**src/rtl/x_ramd_wide_adv.sv**
```systemverilog
// Wide distributed RAM: one write port, one asynchronous read port, and a synchronous restore to INIT.
// Optional X_RAMD_OREG_EN registers the read port, which adds one cycle of read latency.
module x_ramd_wide_adv #(
    parameter int unsigned WIDTH = 1,
    parameter int unsigned ADDR_W = 6,
    parameter logic [WIDTH*(2**ADDR_W)-1:0] INIT = '0
) (
    input  logic              CLK,
    input  logic              RST,
    input  logic [WIDTH-1:0]  I,
    input  logic [ADDR_W-1:0] WADR,
    input  logic [ADDR_W-1:0] RADR,
    input  logic              WE,
    input  logic              WE1,
    input  logic              WE2,
    output logic [WIDTH-1:0]  O,
    output logic              CLR_BUSY
);

    localparam int unsigned DEPTH = 2**ADDR_W;

    typedef enum logic {IDLE, RESTORE} state_t;

    state_t                   state = IDLE;
    state_t                   state_nxt;
    logic [ADDR_W-1:0]        cnt = '0;
    logic [ADDR_W-1:0]        cnt_nxt;
    logic [ADDR_W-1:0]        cnt_inc;
    logic [WIDTH*DEPTH-1:0]   mem = INIT;
    logic                     wr_en;
    logic [ADDR_W-1:0]        wr_addr;
    logic [WIDTH-1:0]         wr_data;

    always_ff @(posedge CLK) begin
        if (RST) begin
            state <= RESTORE;
            cnt   <= '0;
        end else begin
            state <= state_nxt;
            cnt   <= cnt_nxt;
        end
    end

    // The RST edge restores word 0. Each later edge restores word cnt+1,
    // so the edge that writes the last word also returns the FSM to IDLE.
    always_comb begin
        state_nxt = state;
        cnt_nxt   = cnt;
        cnt_inc   = cnt + ADDR_W'(1);
        wr_en     = 1'b0;
        wr_addr   = WADR;
        wr_data   = I;
        if (RST) begin
            wr_en   = 1'b1;
            wr_addr = '0;
            wr_data = INIT[WIDTH-1:0];
        end else begin
            case (state)
                IDLE: begin
                    wr_en = WE & WE1 & WE2;
                end
                RESTORE: begin
                    wr_en   = 1'b1;
                    wr_addr = cnt_inc;
                    wr_data = INIT[cnt_inc*WIDTH +: WIDTH];
                    cnt_nxt = cnt_inc;
                    if (cnt_inc == '1) begin
                        state_nxt = IDLE;
                    end
                end
                default: state_nxt = IDLE;
            endcase
        end
    end

    always_ff @(posedge CLK) begin
        if (wr_en) begin
            mem[wr_addr*WIDTH +: WIDTH] <= wr_data;
        end
    end

    assign CLR_BUSY = (state == RESTORE);

`ifdef X_RAMD_OREG_EN
    logic [WIDTH-1:0] o_q = '0;

    always_ff @(posedge CLK) begin
        if (RST) begin
            o_q <= '0;
        end else begin
            o_q <= mem[RADR*WIDTH +: WIDTH];
        end
    end

    assign O = o_q;
`else
    assign O = mem[RADR*WIDTH +: WIDTH];
`endif

endmodule

```
**config.mk**
```make
export PLATFORM = sky130hd
export DESIGN_NAME = x_ramd_wide_adv
export DESIGN_NICKNAME = d
export VERILOG_FILES = /design/src/rtl/x_ramd_wide_adv.sv
export SDC_FILE = /design/constraint.sdc
export NUM_CORES = 1
export LEC_CHECK = 0
export BUFFER_PORTS_ARGS = -buffer_cell sky130_fd_sc_hd__buf_2
export CAP_MARGIN = 5
export CORE_ASPECT_RATIO = 0.75
export CORE_MARGIN = 5
export CORE_UTILIZATION = 55
export DETAILED_ROUTE_END_ITERATION = 12
export PLACE_DENSITY = 0.74
export SLEW_MARGIN = 20
export SYNTH_ARGS = -nofsm -noshare
export SYNTH_HDL_FRONTEND = slang
export SYNTH_SLANG_ARGS = --single-unit
```
**constraint.sdc**
```tcl
create_clock -name CLK -period 4.47 [get_ports CLK]
set_clock_uncertainty 0.15 [all_clocks]
set_input_delay 0.447 -clock CLK [delete_from_list [all_inputs] [get_ports CLK]]
set_output_delay 0.447 -clock CLK [all_outputs]
set_load 0.02 [all_outputs]
```
==> results of run 1 <==
## worst max-delay path by stage
stage | from | slack (ns) | to | cells after the start
after floorplan | CLR_BUSY | 1.01 | mem[47] | 12
after global placement | CLR_BUSY | 0.88 | mem[47] | 10
after detailed placement | CLR_BUSY | 0.90 | mem[47] | 10
after CTS | CLR_BUSY | 0.85 | mem[47] | 10
after global routing | CLR_BUSY | 0.55 | mem[47] | 10
final | CLR_BUSY | 0.83 | mem[47] | 10
## worst max-delay path, cell delays in order (launching register included)
cell and delay (ns):
dfxtp_1 0.62, nand2b_1 0.18, a21oi_2 0.06, buf_4 0.22, inv_2 0.08, ha_1 0.30, inv_1 0.15, nor4_4 0.44
xor2_2 0.36, nand3_1 0.36, nor4_1 0.37
## sequential cells by signal, indices dropped and copies added, names as in the netlist
signal	flops
mem	64
CLR_BUSY	1
cnt	6
## cells in the mapped netlist (4+ instances only)
library cell	instances
buf_2	8
nor4_1	8
nor3_1	35
inv_1	4
a22oi_1	6
nor2_1	108
or3_1	6
mux4_2	17
buf_1	5
nand3_1	20
nand2_1	23
nand2b_1	9
xor2_1	5
clkbuf_1	9
ha_1	4
nor2b_1	4
nand4_1	5
dfxtp_1	7
edfxtp_1	64
a21oi_1	9
## power breakdown
group | switching [mW] | internal, mW | total [mW] | leakage, nW
Clock | 0.240 | 0.347 | 0.587 | 0.113
Sequential | 0.00423 | 0.715 | 0.719 | 0.726
Combinational | 0.141 | 0.0617 | 0.203 | 0.619
## cells in the final DEF (no fill, tap or decap), types with 2 or more instances in the layout
master	n
nor3_1	35
buf_4	6
bufinv_16	2
edfxtp_1	64
nor2b_1	4
nor2_1	108
nand4_1	5
buf_2	19
a311oi_1	3
a21oi_1	9
nand3_1	20
ha_1	4
nor4_1	8
xor2_1	5
a22oi_1	6
dfxtp_1	7
nand2_1	23
a21o_1	3
clkbuf_8	11
a211oi_1	2
inv_1	4
xnor2_1	3
o21ai_0	3
nand3b_1	2
or3_1	6
and2_1	2
or3b_2	2
nand2b_1	9
mux4_2	17
## through the flow
step | worst slack (ns) | util (%) | std cells | power, mW | instance area, um2
floorplan | 1.01 | - | 399 | 0.875 | 4120
global placement | 0.879 | 58.4 | 501 | 0.930 | 4280
detailed placement | 0.900 | 58.4 | 501 | 0.931 | 4280
CTS | 0.855 | 61.5 | 517 | 1.51 | 4510
global route | 0.549 | 61.5 | 517 | 1.56 | 4510
finish | 0.828 | 61.5 | 517 | 1.51 | 4510
## cells by family (layout without fill, tap and decap cells)
kind of cell	Yosys count	after routing	synth area share [%]
fa+ha+maj	4	4	1.22
xor+xnor	10	10	2.49
flops	71	71	50.1
simple gates	229	229	25.9
mux	19	19	10.1
compound gates	37	37	7.20
buf+inv	29	46	3.01
## routing by layer
layer | vias up | GRT usage (%) | share of wire, %
met1 | 1546 | 38.1 | 44
met5 | - | 0 | 0
met2 | 178 | 34.7 | 42
li1 | 1490 | - | -
met4 | 0 | 9.74 | 1.9
met3 | 23 | 9.35 | 12
## final cells by class
class	count	share of cell area [%]
sequential	71	45.7
tap	101	2.80
inverter	5	0.416
clock buffer	12	3.44
multi-input combinational	299	42.8
timing repair buffer	25	3.11
clock inverter	4	1.69
==> key figures, run 1 <==
Outcome
  – Status: finished clean

STA
  – Final hold viol count: 0
  – TNS Setup: 0 ns
  – Slew @ Worst Pin: ~0.77 ns
  – Period utilisation layout: between 80% and 90%
  – Fmax: 275 MHz
  – Max-slew violation count: 0
  – Setup Viol. Count Final: 0
  – Minimum clock period: approximately 3.6 ns
  – Worst Hold Margin: 0.324 ns
  – Slew HR: 48.7%
  – Unrepaired setup endpoints after global routing: false

Hold path
  – Hold crit path type: in -> reg
  – Hold Startpoint: RST
  – Hold Path Stages: 2
  – Hold EP: cnt[3]

Route
  – First-pass iteration count of the detailed router: 5
  – Routed len/inst: between 20 and 25 um
  – Via-to-Cell Ratio: 6.26
  – DRC Markers: 0
  – WL final: between 10 and 15 mm
  – Post-DRT Antenna Nets: 0
  – Total vias in the final route: about 3,200
  – Initial DRC count: 298

Worst setup path
  – Reg2reg end: mem[47]
  – Crit end category: flop
  – Length in cells of the worst reg-to-reg path: 10
  – CP startpoint kind: flop
  – Type of the worst setup path: reg -> reg
  – Max FO, Critical Path: 18
  – Critical path arrival: 3.50 ns
  – Worst EP required: 4.33 ns
  – Worst reg2reg setup slack: between 0.8 and 0.9 ns
  – Crit Reg-Reg Startpoint: CLR_BUSY

Layout
  – Multi-input gate area: 1930 um2
  – Sequential Area: ~2100 um2
  – Antenna Cells: 0
  – Area grow syn2layout: 9.54%
  – Fill cells: 622
  – Final nets: between 400 and 500
  – Fraction of layout cells with a size suffix above 1: about 17%

Synthesis
  – Yosys cell types: roughly 50
  – Post-synth top area cell: edfxtp_1
  – Synthesized cell area: 4120 um2
  – Ys Warns: 0
  – Top post-synthesis cells by area: edfxtp_1 (47%), nor2_1 (9.8%), mux4_2 (9.3%)
  – Syn nets: roughly 420
  – Main synth FF type: edfxtp_1
  – Sequential cell area fraction in the yosys report: about half
  – Synth Area per Inst: roughly 10 um2
  – FF+latch count, synth: 71
  – Yosys top cell area share: 46.7%
  – Post-Synthesis Cells: 399
  – EDFF count, synth: 64
  – Asr flop ratio synth: 0%

Die
  – Die area: between 9000 and 10,000 um2
  – Boundary Pins: 20
  – Core ar.: between 7000 and 8000 um2
  – Die W: 110 um
  – Die Height: 84.9 um
  – Initial core utilization: about 56%
  – FP Rows: 27

Clock network
  – Root Driver: clkbuf_8
  – Maximum clock path buffer count: 2
  – Post-CTS Hold Fix Bufs: 0
  – Post_cts resized: 0
  – H-tree depth: 3
  – Clock Pin Slew Worst Setup and Hold Paths: 0.08 ns
  – Total CTS buffers: 9
  – CTS tree: done
  – Sinks on the clock net: slightly above 70
  – Number of setup buffers added after CTS: 0
  – Clock Latency Late Sink: 0.34 ns

Placement
  – Post-DP HPWL: 8.27 mm
  – I/O Buffers: 19
  – Final Wtd Congestion: about 1.1

Global routing
  – Total gr overflow: 0
  – Tot GR Track Use: between 20% and 30%
  – Largest net degree at the start of global routing: 25
  – First-pass GRT wire length: about 17 mm
  – Number of global-route vias before repair: about 3,100
  – Initial antenna violation count: 0

Power
  – Peak supply drop: 0.216 mV
  – PD cells: approximately 330 nW/um2
  – Static Leak: around 1.5 nW

Flow run
  – # Max-Cap Violations: 0
No activity file was read; power rests on OpenSTA's default activity.
==> run 2, diff against run 1 <==
Clock period 4.47 ns to 3.5 ns, I/O delays scaled along.
==> run 2 against run 1 <==
Critical path depth shrank 1. Via count increased by 3.1%. Highest routed layer unchanged. Combinational power rose by 36%. Flip-flop and latch count stayed put. Routed wire length rose by 1.6%. Sequential share of layout area is 1.2 points lower. Global-route usage increased by 0.28 points. Setup slack worse by 0.67 ns. Total power up 28%.
==> key figures, run 2 (synthesis gave the netlist of run 1 again) <==
Outcome
  – Status: finished clean

STA
  – Period utilisation layout: 95.6% (+14 points)
  – Slew HR: 42.0% (-6.7 points)
  – Worst Hold Margin: 0.227 ns (-0.0970 ns)
  – Unrepaired setup endpoints after global routing: true
  – Final hold viol count: 0 (unchanged)
  – Max-slew violation count: 0 (unchanged)
  – TNS Setup: 0 ns (unchanged)
  – Minimum clock period: 3.35 ns (-0.296 ns)
  – Fmax: 299 MHz (+8.8%)
  – Slew @ Worst Pin: 0.861 ns (+0.0934 ns)
  – Setup Viol. Count Final: 0 (unchanged)
  – Slack of the critical path: 0.154 ns (-0.674 ns)

Layout
  – Top reg by flops: mem
  – Final nets: 447 (+3.2%)
  – Non-Filler Cell Area, Final: 4630 um2 (+2.7%)
  – Area grow syn2layout: 12.5%
  – Largest register FFs: 64 (unchanged)
  – Antenna Cells: 0 (unchanged)
  – Fill cells: 612 (-1.6%)
  – Util after Layout: 63.2% (+1.7 points)
  – Sequential Area: 2060 um2 (unchanged)
  – Fraction of layout cells with a size suffix above 1: 20.5% (+3.6 points)
  – Most common cell after layout, fill and taps aside: nor2_1
  – Commonest non-fill, non-tap cells in the layout: nor2_1 (107), edfxtp_1 (64), nor3_1 (34), nand2_1 (23), buf_4 (20)
  – Multi-input gate area: 1960 um2 (+1.4%)
  – Post-Layout Cell Count: 531 (+2.7%)

Global routing
  – Largest net degree at the start of global routing: 25 (unchanged)
  – First-pass GRT wire length: 17.7 mm (+1.6%)
  – Tot GR Track Use: 26.1% (+0.28 points)
  – Total gr overflow: 0 (unchanged)
  – Initial antenna violation count: 0 (unchanged)
  – Number of global-route vias before repair: 3,213 (+3.8%)

Hold path
  – Hold crit path type: in -> reg

Route
  – Met2 WL: 4.86 mm (+2.7%)
  – Post-DRT Antenna Nets: 0 (unchanged)
  – Routed len/inst: 21.4 um (-1.1%)
  – DRC Markers: 0 (unchanged)
  – Highest metal used: met4
  – Initial DRC count: 416 (+40%)
  – Via-to-Cell Ratio: 6.28 (+0.34%)
  – Total vias in the final route: 3,336 (+3.1%)
  – First-pass iteration count of the detailed router: 5 (unchanged)
  – Met3 WL post-DR: 1.49 mm (+12%)
  – WL final: 11.4 mm (+1.6%)
  – Met1 WL: 4.81 mm (-2.3%)

Die
  – Core ar.: 7330 um2 (unchanged)
  – Die W: 110 um (unchanged)
  – Die area: 9340 um2 (unchanged)
  – FP Rows: 27 (unchanged)
  – Die Height: 84.9 um (unchanged)
  – Initial core utilization: 56.2% (unchanged)
  – Boundary Pins: 20 (unchanged)

Clock network
  – Total CTS buffers: 9 (unchanged)
  – Clock Pin Slew Worst Setup and Hold Paths: 0.09 ns (about the same)
  – CTS tree: done
  – Number of setup buffers added after CTS: 0 (unchanged)
  – Sinks on the clock net: 71 (unchanged)
  – H-tree depth: 3 (unchanged)
  – Maximum clock path buffer count: 2 (unchanged)
  – Root Driver: clkbuf_8
  – Clock Latency Late Sink: 0.36 ns (+0.02 ns)

Worst setup path
  – CP startpoint kind: flop
  – Type of the worst setup path: reg -> reg
  – Critical path arrival: 3.26 ns (-0.24 ns)
  – Crit end category: flop
  – Worst EP required: 3.41 ns (-0.92 ns)
  – Worst reg2reg setup slack: 0.15 ns (-0.67 ns)
  – Max FO, Critical Path: 7 (-11)

Power
  – Power consumption: 1.94 mW (+28%)
  – Static Leak: 1.51 nW (+3.8%)
  – Peak supply drop: 0.249 mV (+15%)
  – PD cells: 418 nW/um2 (+25%)

Placement
  – Place WS: 0.155 ns (-0.745 ns)
  – Post-DP HPWL: 8.36 mm (+1.0%)
  – Dpl cells: 515 (+2.8%)
  – Placed cell areas: 4380 um2 (+2.5%)
  – I/O Buffers: 19 (unchanged)
  – Final Wtd Congestion: 0.964 (-8.4%)

Flow run
  – # Max-Cap Violations: 0 (unchanged)
-- run 2: report_power, final --
group / internal [mW] / total, mW / switching (mW)
clock network: 0.422 / 0.744 / 0.321
logic: 0.0920 / 0.277 / 0.185
registers: 0.913 / 0.918 / 0.00474
-- run 2: final timing paths --
kind         endpoint  cells after the start    from
max reg2reg    mem[6]                      9  cnt[0]
min            cnt[5]                      2     RST
min reg2reg    cnt[5]                      2  cnt[5]
max            mem[6]                      9  cnt[0]
-- run 2: repair_timing --
item,CTS,global route
endpoints found under the setup margin,0,37
hold buffers,0,0
gates resized for setup,0,5
-- run 2: worst max-delay path: stages, from the launching register on --
cell and delay (ns):
dfxtp_1 0.44, inv_1 0.10, ha_1 0.31, and3_1 0.23, a221oi_4 0.38, nor4_1 0.13
ha_1 0.27, a311oi_1 0.40, nand3_1 0.36, nor3_1 0.28
-- run 2: area by class of cell --
cell class | instances | area share [%]
Inverter | 5 | 0.405
Clock inverter | 5 | 1.78
Multi-Input combinational cell | 299 | 42.3
Tap cell | 101 | 2.73
Clock buffer | 11 | 3.05
Sequential cell | 71 | 44.5
Timing Repair Buffer | 39 | 5.29
-- run 2: per-layer routing --
metal | global-route usage, % | vias to the layer above
li1 | - | 1511
met1 | 39.3 | 1600
met2 | 35.4 | 201
met3 | 9.43 | 24
met4 | 7.59 | 0
met5 | 0 | -
